## src/rtl/mc_ctrl_pkg.sv

```systemverilog
// Shared encodings for the multi-cycle MIPS-subset controller: states, opcodes,
// function codes, ALU operations and datapath select values.
package mc_ctrl_pkg;

    typedef enum logic [3:0] {
        S_FETCH,
        S_DECODE,
        S_R_EXEC,
        S_R_WB,
        S_I_EXEC,
        S_I_WB,
        S_MEM_ADDR,
        S_MEM_READ,
        S_MEM_WB,
        S_MEM_WRITE,
        S_BRANCH,
        S_JUMP,
        S_JAL,
        S_JR
    } state_t;

    // Which kind of ALU work the current state performs
    typedef enum logic [2:0] {
        CLS_NONE,
        CLS_ADD,
        CLS_SUB,
        CLS_R,
        CLS_I
    } alu_cls_t;

    localparam logic [5:0] OP_R    = 6'd0;
    localparam logic [5:0] OP_J    = 6'd2;
    localparam logic [5:0] OP_JAL  = 6'd3;
    localparam logic [5:0] OP_BEQ  = 6'd4;
    localparam logic [5:0] OP_BNE  = 6'd5;
    localparam logic [5:0] OP_ADDI = 6'd8;
    localparam logic [5:0] OP_SLTI = 6'd10;
    localparam logic [5:0] OP_LW   = 6'd35;
    localparam logic [5:0] OP_SW   = 6'd43;

    localparam logic [5:0] FN_JR  = 6'd8;
    localparam logic [5:0] FN_ADD = 6'd32;
    localparam logic [5:0] FN_SUB = 6'd34;
    localparam logic [5:0] FN_AND = 6'd36;
    localparam logic [5:0] FN_OR  = 6'd37;
    localparam logic [5:0] FN_SLT = 6'd42;

    localparam logic [2:0] ALU_AND = 3'b000;
    localparam logic [2:0] ALU_OR  = 3'b001;
    localparam logic [2:0] ALU_ADD = 3'b010;
    localparam logic [2:0] ALU_SUB = 3'b110;
    localparam logic [2:0] ALU_SLT = 3'b111;

    localparam logic [1:0] PCSRC_ALU    = 2'b00;
    localparam logic [1:0] PCSRC_ALUOUT = 2'b01;
    localparam logic [1:0] PCSRC_JUMP   = 2'b10;
    localparam logic [1:0] PCSRC_RS     = 2'b11;

    localparam logic [1:0] REGDST_RT = 2'b00;
    localparam logic [1:0] REGDST_RD = 2'b01;
    localparam logic [1:0] REGDST_RA = 2'b10;

    localparam logic [1:0] SRCB_RT     = 2'b00;
    localparam logic [1:0] SRCB_FOUR   = 2'b01;
    localparam logic [1:0] SRCB_IMM    = 2'b10;
    localparam logic [1:0] SRCB_IMM_SH = 2'b11;

    function automatic logic is_legal_func(input logic [5:0] func);
        return func inside {FN_JR, FN_ADD, FN_SUB, FN_AND, FN_OR, FN_SLT};
    endfunction

endpackage

```

## src/rtl/alu_op_decoder.sv

```systemverilog
// Combinational ALU operation decode from the state's ALU class plus the
// instruction's OpCode/Func; also flags whether Func is a supported R-type.
module alu_op_decoder
    import mc_ctrl_pkg::*;
(
    input  alu_cls_t    cls,
    input  logic [5:0]  opcode,
    input  logic [5:0]  func,
    output logic [2:0]  alu_op,
    output logic        func_legal
);

    always_comb begin
        alu_op = ALU_AND;
        case (cls)
            CLS_ADD: alu_op = ALU_ADD;
            CLS_SUB: alu_op = ALU_SUB;
            CLS_I:   alu_op = (opcode == OP_SLTI) ? ALU_SLT : ALU_ADD;
            CLS_R: begin
                case (func)
                    FN_ADD:  alu_op = ALU_ADD;
                    FN_SUB:  alu_op = ALU_SUB;
                    FN_AND:  alu_op = ALU_AND;
                    FN_OR:   alu_op = ALU_OR;
                    FN_SLT:  alu_op = ALU_SLT;
                    default: alu_op = ALU_AND;
                endcase
            end
            default: alu_op = ALU_AND;
        endcase
    end

    assign func_legal = is_legal_func(func);

endmodule

```

## src/rtl/multi_cycle_controller.sv

```systemverilog
// FSM controller for the multi-cycle MIPS-subset datapath, one state per clock,
// stalling on MemReady. Define MC_CTRL_BNE_EN to decode bne (opcode 5).
module multi_cycle_controller
    import mc_ctrl_pkg::*;
(
    input  logic        Clk,
    input  logic        Rst,
    input  logic [5:0]  OpCode,
    input  logic [5:0]  Func,
    input  logic        Zero,
    input  logic        MemReady,
    output logic        PCEn,
    output logic [1:0]  PCSrc,
    output logic        IorD,
    output logic        MemRead,
    output logic        MemWrite,
    output logic        IRWrite,
    output logic [1:0]  RegDst,
    output logic        RegWSrc,
    output logic        MemToReg,
    output logic        RegWrite,
    output logic        ALUSrcA,
    output logic [1:0]  ALUSrcB,
    output logic [2:0]  ALUOperation,
    output logic        IllegalOp
);

    state_t   state, next_state;
    alu_cls_t cls;
    logic [2:0] alu_op;
    logic       func_legal;

    always_ff @(posedge Clk or negedge Rst) begin
        if (!Rst) state <= S_FETCH;
        else      state <= next_state;
    end

    always_comb begin
        cls = CLS_NONE;
        case (state)
            S_FETCH, S_DECODE, S_MEM_ADDR: cls = CLS_ADD;
            S_R_EXEC:                      cls = CLS_R;
            S_I_EXEC:                      cls = CLS_I;
            S_BRANCH:                      cls = CLS_SUB;
            default:                       cls = CLS_NONE;
        endcase
    end

    alu_op_decoder u_alu_dec (
        .cls        (cls),
        .opcode     (OpCode),
        .func       (Func),
        .alu_op     (alu_op),
        .func_legal (func_legal)
    );

    always_comb begin
        next_state   = state;
        PCEn         = 1'b0;
        PCSrc        = PCSRC_ALU;
        IorD         = 1'b0;
        MemRead      = 1'b0;
        MemWrite     = 1'b0;
        IRWrite      = 1'b0;
        RegDst       = REGDST_RT;
        RegWSrc      = 1'b0;
        MemToReg     = 1'b0;
        RegWrite     = 1'b0;
        ALUSrcA      = 1'b0;
        ALUSrcB      = SRCB_RT;
        ALUOperation = alu_op;
        IllegalOp    = 1'b0;

        case (state)
            S_FETCH: begin
                MemRead = 1'b1;
                ALUSrcB = SRCB_FOUR;
                PCEn    = MemReady;
                IRWrite = MemReady;
                if (MemReady) next_state = S_DECODE;
            end
            S_DECODE: begin
                ALUSrcB = SRCB_IMM_SH;
                case (OpCode)
                    OP_R: begin
                        if (!func_legal) begin
                            IllegalOp  = 1'b1;
                            next_state = S_FETCH;
                        end else if (Func == FN_JR) begin
                            next_state = S_JR;
                        end else begin
                            next_state = S_R_EXEC;
                        end
                    end
                    OP_LW, OP_SW:     next_state = S_MEM_ADDR;
                    OP_ADDI, OP_SLTI: next_state = S_I_EXEC;
                    OP_BEQ:           next_state = S_BRANCH;
`ifdef MC_CTRL_BNE_EN
                    OP_BNE:           next_state = S_BRANCH;
`endif
                    OP_J:             next_state = S_JUMP;
                    OP_JAL:           next_state = S_JAL;
                    default: begin
                        IllegalOp  = 1'b1;
                        next_state = S_FETCH;
                    end
                endcase
            end
            S_R_EXEC: begin
                ALUSrcA    = 1'b1;
                ALUSrcB    = SRCB_RT;
                next_state = S_R_WB;
            end
            S_R_WB: begin
                RegDst     = REGDST_RD;
                RegWSrc    = 1'b1;
                RegWrite   = 1'b1;
                next_state = S_FETCH;
            end
            S_I_EXEC: begin
                ALUSrcA    = 1'b1;
                ALUSrcB    = SRCB_IMM;
                next_state = S_I_WB;
            end
            S_I_WB: begin
                RegDst     = REGDST_RT;
                RegWSrc    = 1'b1;
                RegWrite   = 1'b1;
                next_state = S_FETCH;
            end
            S_MEM_ADDR: begin
                ALUSrcA    = 1'b1;
                ALUSrcB    = SRCB_IMM;
                next_state = (OpCode == OP_SW) ? S_MEM_WRITE : S_MEM_READ;
            end
            S_MEM_READ: begin
                MemRead = 1'b1;
                IorD    = 1'b1;
                if (MemReady) next_state = S_MEM_WB;
            end
            S_MEM_WB: begin
                RegDst     = REGDST_RT;
                MemToReg   = 1'b1;
                RegWSrc    = 1'b1;
                RegWrite   = 1'b1;
                next_state = S_FETCH;
            end
            S_MEM_WRITE: begin
                MemWrite = 1'b1;
                IorD     = 1'b1;
                if (MemReady) next_state = S_FETCH;
            end
            S_BRANCH: begin
                ALUSrcA = 1'b1;
                ALUSrcB = SRCB_RT;
                PCSrc   = PCSRC_ALUOUT;
`ifdef MC_CTRL_BNE_EN
                PCEn    = (OpCode == OP_BNE) ? !Zero : Zero;
`else
                PCEn    = Zero;
`endif
                next_state = S_FETCH;
            end
            S_JUMP: begin
                PCSrc      = PCSRC_JUMP;
                PCEn       = 1'b1;
                next_state = S_FETCH;
            end
            S_JAL: begin
                // PC already holds PC+4 from FETCH, so it is the link value
                PCSrc      = PCSRC_JUMP;
                PCEn       = 1'b1;
                RegDst     = REGDST_RA;
                RegWSrc    = 1'b0;
                RegWrite   = 1'b1;
                next_state = S_FETCH;
            end
            S_JR: begin
                PCSrc      = PCSRC_RS;
                PCEn       = 1'b1;
                next_state = S_FETCH;
            end
            default: next_state = S_FETCH;
        endcase

        // Reset drops every request and select immediately, not at the next edge
        if (!Rst) begin
            PCEn         = 1'b0;
            PCSrc        = 2'b00;
            IorD         = 1'b0;
            MemRead      = 1'b0;
            MemWrite     = 1'b0;
            IRWrite      = 1'b0;
            RegDst       = 2'b00;
            RegWSrc      = 1'b0;
            MemToReg     = 1'b0;
            RegWrite     = 1'b0;
            ALUSrcA      = 1'b0;
            ALUSrcB      = 2'b00;
            ALUOperation = 3'b000;
            IllegalOp    = 1'b0;
        end
    end

endmodule

```

## config.mk

```make
export PLATFORM = sky130hd
export DESIGN_NAME = multi_cycle_controller
export DESIGN_NICKNAME = d
export VERILOG_FILES = /design/src/rtl/mc_ctrl_pkg.sv /design/src/rtl/alu_op_decoder.sv /design/src/rtl/multi_cycle_controller.sv
export SDC_FILE = /design/constraint.sdc
export NUM_CORES = 1
export LEC_CHECK = 0
export ABC_CLOCK_PERIOD_IN_PS = 5200
export CAP_MARGIN = 5
export CORE_MARGIN = 8
export CORE_UTILIZATION = 47
export CTS_CLUSTER_DIAMETER = 120
export DETAILED_ROUTE_END_ITERATION = 8
export HOLD_SLACK_MARGIN = 0.15
export PLACE_DENSITY_LB_ADDON = 0.2
export RECOVER_POWER = 50
export SLEW_MARGIN = 15
export SYNTH_ARGS = -nofsm -noshare
export SYNTH_HDL_FRONTEND = slang
export SYNTH_SLANG_ARGS = --single-unit
export TNS_END_PERCENT = 20
```

## constraint.sdc

```tcl
create_clock -name Clk -period 5.2 [get_ports Clk]
set_clock_uncertainty 0.15 [all_clocks]
set_input_delay 1.3 -clock Clk [delete_from_list [all_inputs] [get_ports Clk]]
set_output_delay 1.3 -clock Clk [all_outputs]
set_load 0.01 [all_outputs]
```

==> results.sh, run 1 <==
export IMPL_timing_worst_setup_path_type="input pin to output pin"
export IMPL_numPortBuffers=34
export IMPL_met1Wirelength_mm=1.16
export IMPL_synth_top_flop_cell="sky130_fd_sc_hd__dfrtp_1"
export IMPL_layout_min_cycle_time_ns=4.82
export IMPL_area_added_between_synthesis_and_finish_pct=36.7
export IMPL_min_delay_path_class="flop to flop"
export IMPL_synth_fp_nets=151
export IMPL_r2r_end="state[0]"
export IMPL_worst_slew_margin_rel_pct=52.9
export IMPL_cts_hold_buffers=0
export IMPL_timing_final_setup_violations=0
export IMPL_synth_enable_flop_cells=0
export IMPL_fin_setup_tns_ns=0
export IMPL_register_area_um2=100
export IMPL_async_reset_ff_share_pct=100
export IMPL_hold_path_depth=2
export IMPL_gp_congestion=0.832
export IMPL_worstSetupEndpointType="output pin"
export IMPL_leakage_nw=0.488
export IMPL_placement_setup_worst_slack_ns=0.391
export IMPL_diodes=0
export IMPL_ir_worst_vdd_mv=0.174
export IMPL_floorplan_die_width_um=59.6
export IMPL_dpl_instance_area_um2=1200
export IMPL_drt_pass1_iterations=4
export IMPL_antenna_found_initial=0
export IMPL_chipHeight_um=59.6
export IMPL_drtIter0Drc=23
export IMPL_post_layout_total_power_w=0.000193
export IMPL_detail_route_wl_per_cell_um=13.3
export IMPL_design_die_area_um2=3550
export IMPL_clock_latency_ns=0.24
export IMPL_mappedNetlistArea_um2=892
export IMPL_tightest_slew_ns=0.707
export IMPL_reg2regPathDepth=4
export IMPL_largest_register_by_flop_count="state"
export IMPL_cts_root_buf="sky130_fd_sc_hd__clkbuf_4"
export IMPL_grt_max_degree=25
export IMPL_cts_tree="done"
export IMPL_maxUsedRoutingLayer="met3"
export IMPL_worst_path_cell_chain="dlygate4sd3_1, nand2b_1, nor3_2, and3b_1, or3_1, clkdlybuf4s50_1"
export IMPL_detailroute_via_count=1080
export IMPL_drc_markers=0
export IMPL_post_synth_cell_area_avg_um2=6.61
export IMPL_largestRegisters="state x4"
export IMPL_route_met2_wl_mm=1.14
export IMPL_layout_common_cells="sky130_fd_sc_hd__clkdlybuf4s50_1, sky130_fd_sc_hd__nor2_1, sky130_fd_sc_hd__nand2_1, sky130_fd_sc_hd__a21oi_1, sky130_fd_sc_hd__dlygate4sd3_1"
export IMPL_htreeDepth=1
export IMPL_worst_setup_slack_for_register_to_register_paths_ns=3.29
export IMPL_timing_critical_path_from_type="input pin"
export IMPL_cts_resized=0
export IMPL_io_pins=35
export IMPL_postSynthCellCount=135
export IMPL_grt_remaining_overflow=0
export IMPL_postCtsSetupBuffers=0
export IMPL_layout_drive_gt1_share_pct=6.17
export IMPL_grt_pass1_wl_mm=4.08
export IMPL_fin_util_pct=69.1
export IMPL_postSynthRegisterBits=4
export IMPL_final_design_area_no_fill_um2=1220
export IMPL_detail_route_vias_per_cell=5.78
export IMPL_met3_wirelength_from_detailed_routing_um=182
export IMPL_crit_family="buffers and inverters"
export IMPL_overall_routing_resource_usage_pct=14.2
export IMPL_ant_nets=0
export IMPL_synth_distinct_cells=45
export IMPL_worstHoldStart="state[3]"
export IMPL_largest_register_ffs=4
export IMPL_grt_setup_unrepaired="false"
export IMPL_achievable_frequency_ghz=0.208
export IMPL_status="completed"
export IMPL_drt_wl_total_mm=2.48
export IMPL_yosys_warnings=0
export IMPL_critical_path_required_ns=3.75
export IMPL_design_final_nets=180
export IMPL_tritoncts_num_sinks=4
export IMPL_floorplan_initialDensity_pct=50.6
export IMPL_clk_pin_slew_ns=0.04
export IMPL_number_of_global_route_vias_before_repair=957
export IMPL_maxSlewViolCount=0
export IMPL_worst_path_largest_cell_delay_ns=0.72
export IMPL_multi_input_area_um2=711
export IMPL_worstReg2RegStart="state[0]"
export IMPL_sequential_cell_area_fraction_in_the_yosys_report_pct=11.2
export IMPL_dp_hpwl_mm=1.95
export IMPL_setup_slack_ns=0.383
export IMPL_critPathSlowestCell="sky130_fd_sc_hd__dlygate4sd3_1"
export IMPL_hold_viol=0
export IMPL_row_count=15
export IMPL_core_area_um2=1760
export IMPL_cp_data_arrival_time_ns=3.37
export IMPL_final_common_cell="sky130_fd_sc_hd__clkdlybuf4s50_1"
export IMPL_ratio_of_total_power_to_cell_area_nw_per_um2=158
export IMPL_critical_path_peak_fanout=14
export IMPL_cp_num_buf_inv=2
export IMPL_drv_cap=0
export IMPL_final_min_period_over_clock_period_pct=92.6
export IMPL_worstHoldEndpoint="state[0]"
export IMPL_cts_buffers=3
export IMPL_layout_filler_cells=172
export IMPL_clockBufferDepth=2
[synth_stat cells, types with 3 or more instances]
master,instances,area share [%]
sky130_fd_sc_hd__a31oi_1,4,2.8
sky130_fd_sc_hd__nand3_1,6,3.4
sky130_fd_sc_hd__buf_2,6,3.4
sky130_fd_sc_hd__and3_1,5,3.5
sky130_fd_sc_hd__dfrtp_1,4,11
sky130_fd_sc_hd__o21ai_0,6,3.4
sky130_fd_sc_hd__mux2i_1,5,5.6
sky130_fd_sc_hd__nor3_1,5,2.8
sky130_fd_sc_hd__inv_1,3,1.3
sky130_fd_sc_hd__nor2_1,19,8.0
sky130_fd_sc_hd__or3_1,4,2.8
sky130_fd_sc_hd__a21oi_1,9,5.0
sky130_fd_sc_hd__nand2b_1,5,3.5
sky130_fd_sc_hd__nand2_1,13,5.5
[worst max-delay path by stage]
stage	startpoint	to	slack, ns	depth (start not counted)
global placement	Rst	PCEn	0.44	6
CTS	Rst	PCEn	0.39	6
floorplan	Rst	PCEn	1.48	5
finish	Rst	PCEn	0.38	6
detailed placement	Rst	PCEn	0.39	6
global route	Rst	PCEn	0.23	6
[where the power goes]
part	total [W]	leakage [nW]	switching (W)	internal [W]
Clock	0.0000381	0.0138	0.0000124	0.0000258
Sequential	0.0000532	0.0539	0.0000190	0.0000342
Combinational	0.000101	0.420	0.0000481	0.0000532
[worst min-delay path, cell delays in order (launching register included)]
cell	delay, ns
sky130_fd_sc_hd__dfrtp_1	0.53
sky130_fd_sc_hd__nor2_1	0.15
sky130_fd_sc_hd__or3_1	0.11
[logic make-up (layout without fill, tap and decap cells)]
kind of cell           after synthesis  count (layout)  share of synthesized area (%)
and+or+nand+nor                     79              79                           49.6
AOI/OAI and AO/OA                   33              33                           25.1
buffers and inverters               14              41                           8.41
DFF                                  4               4                           11.2
muxes                                5               5                           5.61
[cell type report]
cell class              count  area share [%]
clock buffers               3            1.85
inverters                   4            1.23
multi-input cells         117            58.3
flip-flops and latches      4            8.21
well taps                  25            2.56
repair buffers             34            27.9
[metal layers]
layer / GRT usage (%) / up-vias
li1: - / 551
met1: 17.7 / 484
met2: 23.1 / 45
met3: 4.77 / 0
met4: 2.04 / 0
met5: 0 / -
[per-stage QoR]
step / cells / hold WS (ns)
4_1_cts: 187 / 0.688
2_1_floorplan: 135 / 0.503
3_3_place_gp: 184 / 0.660
5_1_grt: 187 / 0.744
3_5_place_dp: 184 / 0.684
6_report: 187 / 0.685
Power figures use the tool's default switching activity.
==> inputs of run 2 (changes only) <==
CORE_MARGIN = unset   (was 8)
==> results.sh, run 2 (synthesis results as in run 1) <==
export IMPL_design_final_nets=181
export IMPL_critical_path_startpoint="Rst"
export IMPL_numPlacedInstances=185
export IMPL_setup_slack_ns=0.468
export IMPL_hold_viol=0
export IMPL_grt_remaining_overflow=0
export IMPL_critical_path_peak_fanout=10
export IMPL_floorplan_initialDensity_pct=51.1
export IMPL_largest_register_ffs=4
export IMPL_ir_worst_vdd_mv=0.130
export IMPL_largestRegisters="state x4"
export IMPL_ant_nets=0
export IMPL_final_min_period_over_clock_period_pct=91.0
export IMPL_diodes=0
export IMPL_worst_path_cell_chain="dlygate4sd3_1, nand2b_1, nor3_2, and3b_1, or3_1, clkdlybuf4s50_1"
export IMPL_design_die_area_um2=2080
export IMPL_htreeDepth=1
export IMPL_antenna_found_initial=0
export IMPL_detail_route_vias_per_cell=5.91
export IMPL_fin_util_pct=70.1
export IMPL_layout_drive_gt1_share_pct=6.13
export IMPL_row_count=15
export IMPL_timing_final_setup_violations=0
export IMPL_drt_wl_total_mm=2.32
export IMPL_drtIter0Drc=49
export IMPL_status="completed"
export IMPL_io_pins=35
export IMPL_worstHoldStart="state[3]"
export IMPL_dp_hpwl_mm=1.82
export IMPL_largest_register_by_flop_count="state"
export IMPL_tritoncts_num_sinks=4
export IMPL_critical_path_required_ns=3.75
export IMPL_leakage_nw=0.489
export IMPL_detail_route_wl_per_cell_um=12.3
export IMPL_min_delay_path_class="flop to flop"
export IMPL_maxSlewViolCount=0
export IMPL_fin_setup_tns_ns=0
export IMPL_worst_path_largest_cell_delay_ns=0.66
export IMPL_grt_pass1_wl_mm=3.71
export IMPL_drv_cap=0
export IMPL_grt_max_degree=25
export IMPL_floorplan_die_width_um=45.6
export IMPL_cp_num_buf_inv=2
export IMPL_postCtsSetupBuffers=0
export IMPL_achievable_frequency_ghz=0.211
export IMPL_ratio_of_total_power_to_cell_area_nw_per_um2=158
export IMPL_area_added_between_synthesis_and_finish_pct=37.2
export IMPL_post_layout_total_power_w=0.000194
export IMPL_cp_data_arrival_time_ns=3.28
export IMPL_detailroute_via_count=1111
export IMPL_post_layout_nonfiller_instances=188
export IMPL_number_of_global_route_vias_before_repair=873
export IMPL_cts_root_buf="sky130_fd_sc_hd__clkbuf_4"
export IMPL_core_area_um2=1750
export IMPL_grt_setup_unrepaired="false"
export IMPL_placement_setup_worst_slack_ns=0.517
export IMPL_cts_resized=0
export IMPL_worst_slew_margin_rel_pct=53.1
export IMPL_numPortBuffers=34
export IMPL_tightest_slew_ns=0.703
export IMPL_overall_routing_resource_usage_pct=24.5
export IMPL_layout_common_cells="sky130_fd_sc_hd__clkdlybuf4s50_1, sky130_fd_sc_hd__nor2_1, sky130_fd_sc_hd__nand2_1, sky130_fd_sc_hd__a21oi_1"
export IMPL_layout_filler_cells=162
export IMPL_clk_pin_slew_ns=0.04
export IMPL_cts_hold_buffers=0
export IMPL_clockBufferDepth=2
export IMPL_layout_min_cycle_time_ns=4.73
export IMPL_final_common_cell="sky130_fd_sc_hd__clkdlybuf4s50_1"
export IMPL_timing_critical_path_from_type="input pin"
export IMPL_gp_congestion=0.859
export IMPL_critPathSlowestCell="sky130_fd_sc_hd__dlygate4sd3_1"
export IMPL_clock_latency_ns=0.24
export IMPL_crit_family="buffers and inverters"
export IMPL_timing_worst_setup_path_type="input pin to output pin"
export IMPL_drt_pass1_iterations=4
export IMPL_drc_markers=0
export IMPL_worstReg2RegStart="state[0]"
export IMPL_worstSetupEndpointType="output pin"
export IMPL_cts_buffers=3
export IMPL_cts_tree="done"
export IMPL_chipHeight_um=45.6
-- run 2: changes by cell type in the layout (fill, tap and decap cells not counted) --
| cell | delta |
|---|---|
| sky130_fd_sc_hd__clkdlybuf4s50_1 | +1 |
| sky130_fd_sc_hd__clkbuf_1 | +1 |
| sky130_fd_sc_hd__dlygate4sd3_1 | -1 |
| sky130_fd_sc_hd__o21ai_0 | +1 |
| sky130_fd_sc_hd__o21ai_1 | -1 |
-- run 2: worst register-to-register path: stages (launching register included) --
cell	delay (ns)
sky130_fd_sc_hd__dfrtp_1	0.79
sky130_fd_sc_hd__nor2b_1	0.32
sky130_fd_sc_hd__nand2_1	0.12
sky130_fd_sc_hd__nor4b_1	0.35
sky130_fd_sc_hd__or3_1	0.17
-- run 2: path summary, 6_finish.rpt --
check	endpoint	slack, ns	depth (start not counted)
max	PCEn	0.47	6
min	state[0]	0.69	2
max reg2reg	state[0]	3.24	4
min reg2reg	state[0]	0.69	2
max in group asynchronous	state[2]	3.15	2
min in group asynchronous	state[3]	1.54	2
-- run 2: power breakdown --
part | total (W) | switching [W] | internal, W
clock | 0.0000391 | 0.0000133 | 0.0000258
sequential | 0.0000531 | 0.0000190 | 0.0000342
combinational | 0.000102 | 0.0000482 | 0.0000534
total | 0.000194 | 0.0000804 | 0.000113
-- run 2: layer usage --
layer	wire length [µm]	track usage, %
met5	0	0
met4	42	9.09
met3	148	4.76
met2	1110	38.0
met1	1020	33.2
-- run 2: final cells by class --
type	instances	area (µm²)	area share [%]
inverter	4	15.0	1.23
clock buffer	3	22.5	1.84
multi-input combinational	117	711	58.1
tap	25	31.3	2.56
sequential	4	100	8.18
timing repair buffer	35	344	28.1
-- run 2: per-stage QoR --
stage / area (µm²) / hold slack, ns
2_1_floorplan: 892 / 0.503
3_3_place_gp: 1210 / 0.660
3_5_place_dp: 1210 / 0.684
4_1_cts: 1230 / 0.689
5_1_grt: 1220 / 0.757
6_report: 1220 / 0.690
==> inputs of run 3 (changes only) <==
--- a/config.mk
+++ b/config.mk
@@ -9,5 +9,5 @@
 export CAP_MARGIN = 5
 export CORE_UTILIZATION = 47
-export CTS_CLUSTER_DIAMETER = 120
+export CTS_CLUSTER_DIAMETER = 40
 export DETAILED_ROUTE_END_ITERATION = 8
 export HOLD_SLACK_MARGIN = 0.15
--- a/constraint.sdc
+++ b/constraint.sdc
@@ -3,3 +3,3 @@
 set_input_delay 1.3 -clock Clk [delete_from_list [all_inputs] [get_ports Clk]]
 set_output_delay 1.3 -clock Clk [all_outputs]
-set_load 0.01 [all_outputs]
+set_load 0.02 [all_outputs]
==> results.sh, run 3 (synthesis results as in run 1) <==
export IMPL_critical_path_peak_fanout=8
export IMPL_design_die_area_um2=2080
export IMPL_post_layout_total_power_w=0.000202
export IMPL_worst_slew_margin_rel_pct=53.3
export IMPL_area_added_between_synthesis_and_finish_pct=37.6
export IMPL_grt_max_degree=25
export IMPL_timing_final_setup_violations=0
export IMPL_chipHeight_um=45.6
export IMPL_worst_path_largest_cell_delay_ns=0.66
export IMPL_maxSlewViolCount=0
export IMPL_timing_worst_setup_path_type="input pin to output pin"
export IMPL_detailroute_via_count=1105
export IMPL_number_of_global_route_vias_before_repair=872
export IMPL_largestRegisters="state x4"
export IMPL_crit_family="buffers and inverters"
export IMPL_fin_util_pct=70.3
export IMPL_clock_latency_ns=0.24
export IMPL_pint_w=0.000113
export IMPL_cp_num_buf_inv=2
export IMPL_final_common_cell="sky130_fd_sc_hd__clkdlybuf4s50_1"
export IMPL_clockBufferDepth=2
export IMPL_leakage_nw=0.489
export IMPL_timing_critical_path_from_type="input pin"
export IMPL_diodes=0
export IMPL_worstSetupEndpointType="output pin"
export IMPL_final_min_period_over_clock_period_pct=91.8
export IMPL_tightest_slew_ns=0.701
export IMPL_numPlacedInstances=185
export IMPL_layout_common_cells="sky130_fd_sc_hd__clkdlybuf4s50_1, sky130_fd_sc_hd__nor2_1, sky130_fd_sc_hd__nand2_1, sky130_fd_sc_hd__a21oi_1"
export IMPL_status="completed"
export IMPL_drv_cap=0
export IMPL_ant_nets=0
export IMPL_dp_hpwl_mm=1.85
export IMPL_numPortBuffers=34
export IMPL_largest_register_by_flop_count="state"
export IMPL_core_area_um2=1750
export IMPL_clk_pin_slew_ns=0.04
export IMPL_achievable_frequency_ghz=0.209
export IMPL_cts_resized=0
export IMPL_hold_viol=0
export IMPL_row_count=15
export IMPL_ratio_of_total_power_to_cell_area_nw_per_um2=164
export IMPL_share_comb_of_total_power_pct=53.9
export IMPL_fin_setup_tns_ns=0
export IMPL_min_delay_path_class="flop to flop"
export IMPL_overall_routing_resource_usage_pct=25.7
export IMPL_drt_wl_total_mm=2.41
export IMPL_cts_root_buf="sky130_fd_sc_hd__clkbuf_4"
export IMPL_floorplan_initialDensity_pct=51.1
export IMPL_p_sw_w=0.0000889
export IMPL_drc_markers=0
export IMPL_post_layout_nonfiller_instances=188
export IMPL_io_pins=35
export IMPL_drt_pass1_iterations=4
export IMPL_postCtsSetupBuffers=0
export IMPL_cts_tree="done"
export IMPL_tritoncts_num_sinks=4
export IMPL_ir_worst_vdd_mv=0.133
export IMPL_design_final_nets=181
export IMPL_htreeDepth=1
export IMPL_cts_hold_buffers=0
export IMPL_largest_register_ffs=4
export IMPL_grt_setup_unrepaired="false"
export IMPL_critPathSlowestCell="sky130_fd_sc_hd__dlygate4sd3_1"
export IMPL_worst_path_cell_chain="dlygate4sd3_1, nand2b_1, nor3_2, and3b_1, or3_1, clkdlybuf4s50_1"
export IMPL_gp_congestion=0.841
export IMPL_seq_power_share_pct=26.3
export IMPL_drtIter0Drc=35
export IMPL_grt_remaining_overflow=0
export IMPL_layout_drive_gt1_share_pct=6.75
export IMPL_floorplan_die_width_um=45.6
export IMPL_antenna_found_initial=0
export IMPL_cp_data_arrival_time_ns=3.33
export IMPL_detail_route_vias_per_cell=5.88
export IMPL_grt_pass1_wl_mm=3.90
export IMPL_critical_path_required_ns=3.75
export IMPL_worst_hold_slack_ns=0.703
export IMPL_layout_min_cycle_time_ns=4.78
export IMPL_pwr_share_clk_pct=19.8
export IMPL_cts_buffers=3
export IMPL_detail_route_wl_per_cell_um=12.8
export IMPL_swShare_pct=44.1
[run 3: stage by stage]
step	area (µm²)	setup slack, ns
final	1230	0.424
after global routing	1230	0.313
after CTS	1230	0.451
after detailed placement	1210	0.468
after global placement	1210	0.510
after floorplan	892	1.11
[run 3: worst min-delay path, cell delays in order, from the launching register on]
cell                      delay, ns
sky130_fd_sc_hd__dfrtp_1       0.53
sky130_fd_sc_hd__nor2_1        0.16
sky130_fd_sc_hd__or3_1         0.11
[run 3: metal layers]
metal  global-route usage [%]  vias up  share of wire, %
met1                     34.5      478                43
met3                     3.57        4               6.9
met4                     7.27        0              0.58
met2                     42.3       64                49
li1                         -      559                 -
met5                        0        -                 0
[run 3: path summary, 6_finish.rpt]
path                             to  startpoint  slack (ns)  depth (start not counted)
hold reg to reg            state[0]    state[3]        0.70                          2
setup / recovery               PCEn         Rst        0.42                          6
min in group asynchronous  state[3]         Rst        1.23                          1
hold / removal             state[0]    state[3]        0.70                          2
setup reg to reg           state[2]    state[0]        3.29                          5
max in group asynchronous  state[0]         Rst        3.42                          1
[run 3: cell type report]
cell class / instances / area [µm²]
multi-input cells: 117 / 711
flip-flops and latches: 4 / 100
repair buffers: 35 / 348
inverters: 4 / 15.0
well taps: 25 / 31.3
clock buffers: 3 / 22.5
fillers: 161 / 518
[run 3: power by group through the flow]
stage | sequential [W] | clock (W) | combinational (W)
floorplan | 0.0000376 | 0 | 0.0000840
global placement | 0.0000529 | 0 | 0.000107
detailed placement | 0.0000532 | 0 | 0.000110
CTS | 0.0000529 | 0.0000408 | 0.000110
global route | 0.0000559 | 0.0000411 | 0.000119
finish | 0.0000531 | 0.0000399 | 0.000109
